`config.mk`:
```
export PLATFORM = sky130hd
export DESIGN_NAME = led_frame_loader
export DESIGN_NICKNAME = d
export VERILOG_FILES = /design/src/rtl/led_frame_loader.sv
export SDC_FILE = /design/constraint.sdc
export NUM_CORES = 1
export LEC_CHECK = 0
export CAP_MARGIN = 20
export CORE_MARGIN = 3
export CORE_UTILIZATION = 50
export DETAILED_ROUTE_END_ITERATION = 6
export PLACE_DENSITY = 0.71
export SLEW_MARGIN = 10
export SYNTH_ARGS = -nofsm -noshare
export SYNTH_HDL_FRONTEND = slang
export SYNTH_SLANG_ARGS = --single-unit
```
`constraint.sdc`:
```
create_clock -name clk_i -period 2 [get_ports clk_i]
set_clock_uncertainty 0.2 [all_clocks]
set_input_delay 0.5 -clock clk_i [delete_from_list [all_inputs] [get_ports clk_i]]
set_output_delay 0.5 -clock clk_i [all_outputs]
set_load 0.02 [all_outputs]
```
`src/rtl/led_frame_loader.sv`:
```
// Serial frame loader for the LED matrix: deserialises a strobed bitstream into a
// private buffer and commits it to the column scanner only on an end-of-sweep pulse.
module led_frame_loader #(
  parameter int COLS    = 5,
  parameter int ROWS    = 10,
  parameter int TIMEOUT = 1000
) (
  input  logic                 clk_i,
  input  logic                 rst_ni,
  input  logic                 ser_sync_i,
  input  logic                 ser_strobe_i,
  input  logic                 ser_data_i,
  input  logic                 scan_done_i,
  output logic [COLS*ROWS-1:0] frame_out_o,
  output logic                 frame_valid_o,
  output logic                 frame_swapped_o,
  output logic                 err_short_o,
  output logic                 err_overrun_o,
  output logic                 busy_o
);
  localparam int N  = COLS * ROWS;
  localparam int CW = $clog2(N + 1);
  localparam int IW = $clog2(TIMEOUT + 1);

  typedef enum logic [1:0] {S_IDLE, S_LOAD, S_PEND} state_e;

  state_e          state_q;
  logic [N-1:0]    load_buf_q;
  logic [CW-1:0]   bit_cnt_q;
  logic [IW-1:0]   idle_q;
  logic [N-1:0]    frame_out_q;
  logic            frame_valid_q;
  logic            frame_swapped_q;
  logic            err_short_q;
  logic            err_overrun_q;
  logic            busy_q;

  logic [CW-1:0]   bit_cnt_d;
  logic [IW-1:0]   idle_d;
  logic            last_bit;
  logic            timeout_hit;

  always_comb begin
    bit_cnt_d   = bit_cnt_q + 1'b1;
    idle_d      = idle_q + 1'b1;
    last_bit    = (bit_cnt_q == CW'(N - 1));
    timeout_hit = (idle_d == IW'(TIMEOUT));
  end

  always_ff @(posedge clk_i or negedge rst_ni) begin
    if (!rst_ni) begin
      state_q         <= S_IDLE;
      load_buf_q      <= '0;
      bit_cnt_q       <= '0;
      idle_q          <= '0;
      frame_out_q     <= '0;
      frame_valid_q   <= 1'b0;
      frame_swapped_q <= 1'b0;
      err_short_q     <= 1'b0;
      err_overrun_q   <= 1'b0;
      busy_q          <= 1'b0;
    end else begin
      frame_swapped_q <= 1'b0;
      err_short_q     <= 1'b0;
      err_overrun_q   <= 1'b0;
      case (state_q)
        S_IDLE: begin
          if (ser_sync_i) begin
            state_q   <= S_LOAD;
            busy_q    <= 1'b1;
            bit_cnt_q <= '0;
            idle_q    <= '0;
          end
        end
        S_LOAD: begin
          // A resync leaves load_buf_q alone: every bit is rewritten before commit.
          if (ser_sync_i) begin
            bit_cnt_q   <= '0;
            idle_q      <= '0;
            err_short_q <= 1'b1;
          end else if (ser_strobe_i) begin
            load_buf_q[bit_cnt_q] <= ser_data_i;
            bit_cnt_q             <= bit_cnt_d;
            idle_q                <= '0;
            if (last_bit) state_q <= S_PEND;
          end else if (timeout_hit) begin
            state_q     <= S_IDLE;
            busy_q      <= 1'b0;
            idle_q      <= '0;
            err_short_q <= 1'b1;
          end else begin
            idle_q <= idle_d;
          end
        end
        S_PEND: begin
          // Commit wins over a coincident sync; the new load then starts cleanly.
          if (scan_done_i) begin
            frame_out_q     <= load_buf_q;
            frame_valid_q   <= 1'b1;
            frame_swapped_q <= 1'b1;
            if (ser_sync_i) begin
              state_q   <= S_LOAD;
              bit_cnt_q <= '0;
              idle_q    <= '0;
            end else begin
              state_q <= S_IDLE;
              busy_q  <= 1'b0;
            end
          end else if (ser_sync_i) begin
            state_q       <= S_LOAD;
            bit_cnt_q     <= '0;
            idle_q        <= '0;
            err_overrun_q <= 1'b1;
          end
        end
        default: begin
          state_q <= S_IDLE;
          busy_q  <= 1'b0;
        end
      endcase
    end
  end

  assign frame_out_o     = frame_out_q;
  assign frame_valid_o   = frame_valid_q;
  assign frame_swapped_o = frame_swapped_q;
  assign err_short_o     = err_short_q;
  assign err_overrun_o   = err_overrun_q;
  assign busy_o          = busy_q;

endmodule

```
==> Word-level counts from Yosys, hierarchy flattened <==
Cells that the tools add are included.
Widths: inputs -> output; s select.
{ "totals": {"regBits": 123, "inputBits": 6, "out_inout_bits": 55} }
{ "classes": {"addsub": 2, "order_cmp": 2, "n_eq_ne": 14, "n_mux": 36, "bitwise": 1, "reduce_logical": 10} }
{ "op_table": {"columns": ["cell", "n"], "rows": [
  ["$bwmux 50", 1],
  ["$mux 10", 4],
  ["$pmux 10 s2", 1],
  ["$mux 6", 3],
  ["$mux 1", 17],
  ["$mux 2", 6],
  ["$ne 2x2->1 const B", 6],
  ["$pmux 6 s2", 1],
  ["$add 10x1->10 const B", 1],
  ["$eq 10x10->1 const B", 1],
  ["$ne 3x3->1 const B", 3],
  ["$reduce_and 3->1", 3],
  ["$lt 6x7->1 const B", 1],
  ["$add 6x1->6 const B", 1],
  ["$demux 1 s6", 1],
  ["$eq 6x6->1 const B", 1],
  ["$ge 6x1->1 const B", 1],
  ["$pmux 2 s3", 1],
  ["$reduce_and 6->1", 1],
  ["$reduce_and 2->1", 2],
  ["$pmux 1 s3", 1],
  ["$eq 2x1->1 const B", 1],
  ["$eq 2x2->1 const B", 1],
  ["$logic_not 2->1", 1],
  ["other kinds (5)", 5]
]} }

==> Depth between registers and ports, before layout <==
Gate-level depths: netlist of the first run.
{ "logic_depth": {"depth_word": 6, "ltp_mapped": 8, "ltp_nobuf": 7} }

==> Worst setup path before layout of the first run <==
No wires, ideal clock.
{ "synth_path": {"kind": "input-to-reg", "startpoint": "input port ser_sync_i", "endpoint": "register load_buf_q[27]", "setup_ns": 0.125, "arrival_time_ns": 1.889, "path_slack_ns": -0.213, "stages": 6, "path_cell_list": "clkbuf_1 -> or3b_4 -> nor3_4 -> nand3_1 -> nor2_1 -> mux2_2"} }
{ "synth_via": {"elab_chain_len": 2} }
{ "synth_rtl": {"columns": ["item", "line_no", "rtl"], "rows": [
  ["start, declared", "10", "input logic ser_sync_i,"],
  ["$not 1->1 (no line)", null, null],
  ["$reduce_and 3->1 (no line)", null, null],
  ["end signal, assigned by index", "82", "load_buf_q[bit_cnt_q] <= ser_data_i;"],
  ["end, declared", "28", "logic [N-1:0] load_buf_q;"]
]} }
Every way passes these cells.
A chain may end at the register's enable or synchronous reset.

==> Worst setup path after layout of the first run <==
{ "layout_path": {"startpoint": "register state_q[1]", "endpoint": "register load_buf_q[17]"} }
{ "layout_via": {"elab_chain_len": 2} }
{ "layout_rtl": {"columns": ["item", "line_no", "rtl"], "rows": [
  ["start, declared", "27", "state_e state_q;"],
  ["start signal, assigned", "52", "state_q <= S_IDLE;"],
  ["start signal, assigned", "69", "state_q <= S_LOAD;"],
  ["start signal, assigned", "85", "if (last_bit) state_q <= S_PEND;"],
  ["$eq 2x1->1", "66", "case (state_q)"],
  ["$reduce_and 3->1 (no line)", null, null]
]} }
Every way passes these cells.

==> results of run 1 <==
-- sequential cells by signal, summed over array words and instances (netlist names) --
register / count
frame_out_o: 50
load_buf_q: 50
idle_q: 10
bit_cnt_q: 6
state_q: 2
busy_o: 1
err_overrun_o: 1
err_short_o: 1
frame_swapped_o: 1
frame_valid_o: 1
-- worst paths after layout --
| check | slack (ps) | startpoint | to | cells after the start |
|---|---|---|---|---|
| worst max register to register | -150 | state_q[1] | load_buf_q[17] | 6 |
| worst max-delay path | -150 | state_q[1] | load_buf_q[17] | 6 |
| min in group asynchronous | 330 | rst_ni | frame_out_o[15] | 3 |
| worst min register to register | 260 | load_buf_q[12] | frame_out_o[12] | 2 |
| worst min-delay path | 260 | load_buf_q[12] | frame_out_o[12] | 2 |
| max in group asynchronous | 860 | rst_ni | idle_q[4] | 3 |
-- routing by layer --
layer  track usage (%)  wire [um]
met1              29.9       5570
met2              34.8       6000
met5                 0          0
met3              5.64        562
met4              7.30        214
-- where the power goes --
group / internal (uW) / leakage, uW / switching (uW)
clock: 1670 / 0.000256 / 1050
sequential: 2520 / 0.00170 / 23.5
combinational: 95.3 / 0.00188 / 142
-- final cells by class --
| cell class | instances | area [um^2] |
|---|---|---|
| Tap cell | 136 | 170 |
| Sequential cell | 123 | 3080 |
| Multi-Input combinational cell | 383 | 2460 |
| Inverter | 6 | 26.3 |
| Timing Repair Buffer | 114 | 997 |
| Fill cell | 791 | 3110 |
| Clock buffer | 25 | 494 |
| Clock inverter | 6 | 37.5 |
-- repair_timing --
| item | CTS | global route |
|---|---|---|
| endpoints found under the setup margin | 99 | 53 |
| hold endpoints to repair | 123 | 0 |
| cloned | 0 | 1 |
| gates resized for setup | 95 | 33 |
| pin swaps | 11 | 10 |
| setup buffers | 8 | 8 |
| hold buffers | 1 | 0 |
-- cell families after synthesis --
family          Yosys count  share of synthesized area [%]
flops                   123                           57.5
simple gates            289                           23.1
mux                      53                           11.3
buf+inv                  33                           2.36
xor+xnor                  2                          0.327
fa+ha+maj                 3                          0.701
compound gates           35                           4.65
-- Yosys cell counts, types with 2 or more instances --
master | instances | share of area, %
a21oi_1 | 8 | 0.75
a22o_1 | 7 | 1.1
a32o_1 | 2 | 0.37
and2_1 | 4 | 0.47
and3_1 | 6 | 0.70
buf_2 | 2 | 0.19
clkbuf_1 | 25 | 1.8
clkinv_1 | 2 | 0.14
dfrtp_1 | 123 | 57
ha_1 | 3 | 0.70
inv_1 | 4 | 0.28
mux2_2 | 51 | 11
nand2_1 | 186 | 13
nand2b_1 | 2 | 0.23
nand3_1 | 13 | 1.2
nand3b_1 | 5 | 0.70
nand4_1 | 5 | 0.58
nor2_1 | 45 | 3.2
nor3_1 | 8 | 0.75
nor3b_1 | 4 | 0.56
o21ai_0 | 9 | 0.84
or3_1 | 4 | 0.47
-- worst max-delay path, cell delays in order (launching register included) --
cell and delay, ps:
dfrtp_1 390, or3b_4 420, nor3_4 240, buf_6 150, nand3_4 140, nor2_1 190, mux2_4 310
-- stage by stage --
stage,total power [uW],cells,utilization (%)
3_5_place_dp,2790,744,61.5
3_3_place_gp,2780,744,61.5
4_1_cts,5530,784,68.1
5_1_grt,5690,793,70.0
2_1_floorplan,2680,538,-
6_report,5500,793,70.0
==> impl_metrics.yaml, run 1 <==
drt:
  drcViolationCount: 0
  wirelength_um: 12400
  via_count: 4183
  drtAntennaViolNets: 0
  drtPass1Iterations: 4
  routed_via_density: 5.27
  first_iter_violations: 254
  wire_per_inst_um: 15.6
yosys:
  yosys_warnings: 0
  synthArstFlopShare_pct: 100
  synth.cell_area_um2: 5350
  syn_area_per_cell_um2: 9.95
  synth-main-ff-cell: "dfrtp_1"
  synthesis.nets: 547
  synth.distinct_cells: 42
  ys_seq_elements: 123
  yosysSeqAreaShare_pct: 57.5
  synth_cells: 538
  synth_edf_count: 0
power_and_ir_drop:
  powerDensity_nw_per_um2: 758
  cellLeakagePower_uw: 0.00384
  ir_drop_mv: 0.503
critical_path:
  cp.required_ps: 2200
  path_class: "reg -> reg"
  start_kind: "flip-flop"
  critPathCaptureType: "flip-flop"
  arrival_ps: 2350
  cp_max_fo: 7
global_routing:
  gr-usage-all-layers_pct: 22.1
  antenna_found_initial: 0
  grt_max_degree: 87
  grt_pass1_vias: 4194
  gr-total-overflow: 0
  grt_first_pass_wirelength_um: 20500
finish:
  synthToLayoutAreaGrowth_pct: 35.6
  final_common_cell: "nand2_1"
  diodes: 0
  drive_above_1_share_pct: 27.7
  final_nets: 654
  fin_area_um2: 7260
  final_cell_mix: "nand2_1, dfrtp_1, dlygate4sd2_1"
placement:
  hpwl_um: 7860
  dpl_worst_slack_ps: -748
  place_area_um2: 6380
  numPortBuffers: 60
  gp_congestion: 0.867
timing:
  setup_tns_ps: -2550
  fin_ws_ps: -148
  grt_setup_unrepaired: "true"
  tightest_slew_ps: 514
  slew_headroom_pct: 65.5
  fin_crit_sh_pct: 107
  setup_violations: 35
  fmax_mhz: 465
  finalHoldViolCount: 0
  period_needed_ps: 2150
  slew_violations: 0
  hold_ws_ps: 259
die:
  core_area_um2: 10400
  num_rows: 37
  ioPinCount: 61
  fp.dieH_um: 109
  dieWidth_um: 109
  dieArea_um2: 12000
  initial_core_util_pct: 51.6
flow_run:
  maxCapViolations: 0
clocking:
  cts_root_buf: "clkbuf_8"
  insertion_delay_ps: 520
  cts_made_buffers: 17
  cts_tree: "built"
  clock_sinks: 123
  cts_max_path_buffers: 2
  clkTransAtPathRegs_ps: 60
  h-tree-depth: 4
run_status:
  outcome: "finished with violations"
  violations: "negative setup slack"
min_path:
  min_path_type: "reg -> reg"
Note: power is estimated with default switching activity, not from simulation.
==> run 2, diff against run 1 <==
--- a/config.mk
+++ b/config.mk
@@ -9,8 +9,10 @@
 export CORE_MARGIN = 3
 export CORE_UTILIZATION = 50
 export DETAILED_ROUTE_END_ITERATION = 6
+export GPL_TIMING_DRIVEN = 0
 export PLACE_DENSITY = 0.71
-export SLEW_MARGIN = 10
+export RECOVER_POWER = 100
+export SLEW_MARGIN = 20
 export SYNTH_ARGS = -nofsm -noshare
 export SYNTH_HDL_FRONTEND = slang
 export SYNTH_SLANG_ARGS = --single-unit
==> run 2 against run 1 <==
  * The flow still finishes with violations (negative setup slack)
  * Register-to-register slack is essentially flat
  * Design area shrank 1.8%
  * Maximum frequency decreased by 0.17%
  * Die area unchanged
  * Critical path depth stayed put
  * Utilization decreased by 1.3 points
  * Sequential power about the same
  * Routed wire length grew 0.96%
  * Critical path type unchanged
  * Highest routed layer unchanged
==> impl_metrics.yaml, run 2 (same netlist as run 1, synthesis figures left out) <==
run_status:
  outcome: "finished with violations"
  violations: "negative setup slack"
finish:
  drive_above_1_share_pct: 26.5
  regArea_um2: 3080
  final_nets: 645
  multi_input_area_um2: 2440
  final_cell_mix: "nand2_1, dfrtp_1, dlygate4sd2_1"
  synthToLayoutAreaGrowth_pct: 33.1
  final-instance-count-excl-fill: 785
  diodes: 0
  final_common_cell: "nand2_1"
  fill_cells: 803
clocking:
  clock_sinks: 123
  h-tree-depth: 4
  cts_max_path_buffers: 2
  insertion_delay_ps: 520
  cts_made_buffers: 17
  clkTransAtPathRegs_ps: 60
  cts_root_buf: "clkbuf_8"
  cts_tree: "built"
placement:
  gp_congestion: 0.869
  hpwl_um: 8020
  numPortBuffers: 58
  dp.cells: 733
  dpl_worst_slack_ps: -1000
power_and_ir_drop:
  p_total_uw: 5660
  powerDensity_nw_per_um2: 794
  cellLeakagePower_uw: 0.00368
  ir_drop_mv: 0.624
die:
  num_rows: 37
  fp.dieH_um: 109
  initial_core_util_pct: 51.6
  dieWidth_um: 109
  ioPinCount: 61
  core_area_um2: 10400
  dieArea_um2: 12000
drt:
  drtAntennaViolNets: 0
  first_iter_violations: 249
  wire_per_inst_um: 15.9
  routed_via_density: 5.35
  drcViolationCount: 0
  wirelength_um: 12500
  drtPass1Iterations: 5
  via_count: 4200
timing:
  period_needed_ps: 2150
  finalHoldViolCount: 0
  fmax_mhz: 465
  setup_violations: 41
  grt_setup_unrepaired: "true"
  slew_headroom_pct: 44.8
  slew_violations: 0
  tightest_slew_ps: 827
  fin_ws_ps: -152
  fin_crit_sh_pct: 108
global_routing:
  grt_pass1_vias: 4145
  gr-usage-all-layers_pct: 21.8
  grt_max_degree: 64
  grt_first_pass_wirelength_um: 20200
  gr-total-overflow: 0
  antenna_found_initial: 0
critical_path:
  path_class: "reg -> reg"
  arrival_ps: 2350
  critPathCaptureType: "flip-flop"
  cp.required_ps: 2200
  cp_max_fo: 6
  start_kind: "flip-flop"
min_path:
  min_path_type: "in -> reg"
flow_run:
  maxCapViolations: 0
==> run 2: layer usage <==
metal | track usage (%) | up-vias | wire length, um
met5 | 0 | - | 0
met4 | 7.93 | 0 | 150
met3 | 5.05 | 21 | 512
met2 | 35.5 | 110 | 6270
met1 | 28.6 | 2079 | 5540
li1 | - | 1990 | -
==> run 2: layout make-up <==
cell class	count	area share, %
buffer	25	1.67
sequential	123	43.3
timing repair buffer	80	9.99
tap	136	2.39
multi-input combinational	383	34.3
clock buffer	17	5.81
inverter	6	0.404
clock inverter	15	2.14
==> run 2: report_power, final <==
group	switching, uW	internal [uW]
sequential	19.2	2520
combinational	142	85.3
clock	1130	1760
==> run 2: what timing repair did <==
item | in CTS | in global routing
endpoints found under the setup margin | 158 | 109
pin swaps | 7 | 10
hold endpoints to repair | 60 | 0
hold buffers | 1 | 0
cloned | 1 | 0
buffers inserted | 9 | 11
resized for setup | 90 | 53
==> run 2: per-stage QoR <==
step	hold slack (ps)	setup TNS, ps	util, %	instance area [um^2]
after floorplan	4.41	-4580	-	5420
after global placement	250	-607230	59.5	6170
after detailed placement	257	-64450	59.8	6200
after CTS	147	-7070	66.6	6900
after global routing	199	-5500	68.7	7130
final	170	-3510	68.7	7130
==> run 2: final timing paths <==
kind                            depth (start not counted)              end       startpoint  slack, ps
worst min-delay path                                    4        idle_q[2]       ser_sync_i        170
worst max register to register                          6   load_buf_q[35]       state_q[1]       -150
min in group asynchronous                               2  frame_out_o[10]           rst_ni        450
worst max-delay path                                    6   load_buf_q[35]       state_q[1]       -150
worst min register to register                          2  frame_out_o[32]  frame_out_o[32]        260
max in group asynchronous                               3     bit_cnt_q[4]           rst_ni        340
==> run 2: critical path, stage by stage (launching register included) <==
cell and delay, ps:
dfrtp_2 420, or3b_4 410, nor3_4 160, buf_12 140, nand3_4 200, nor2_4 180, mux2_4 310
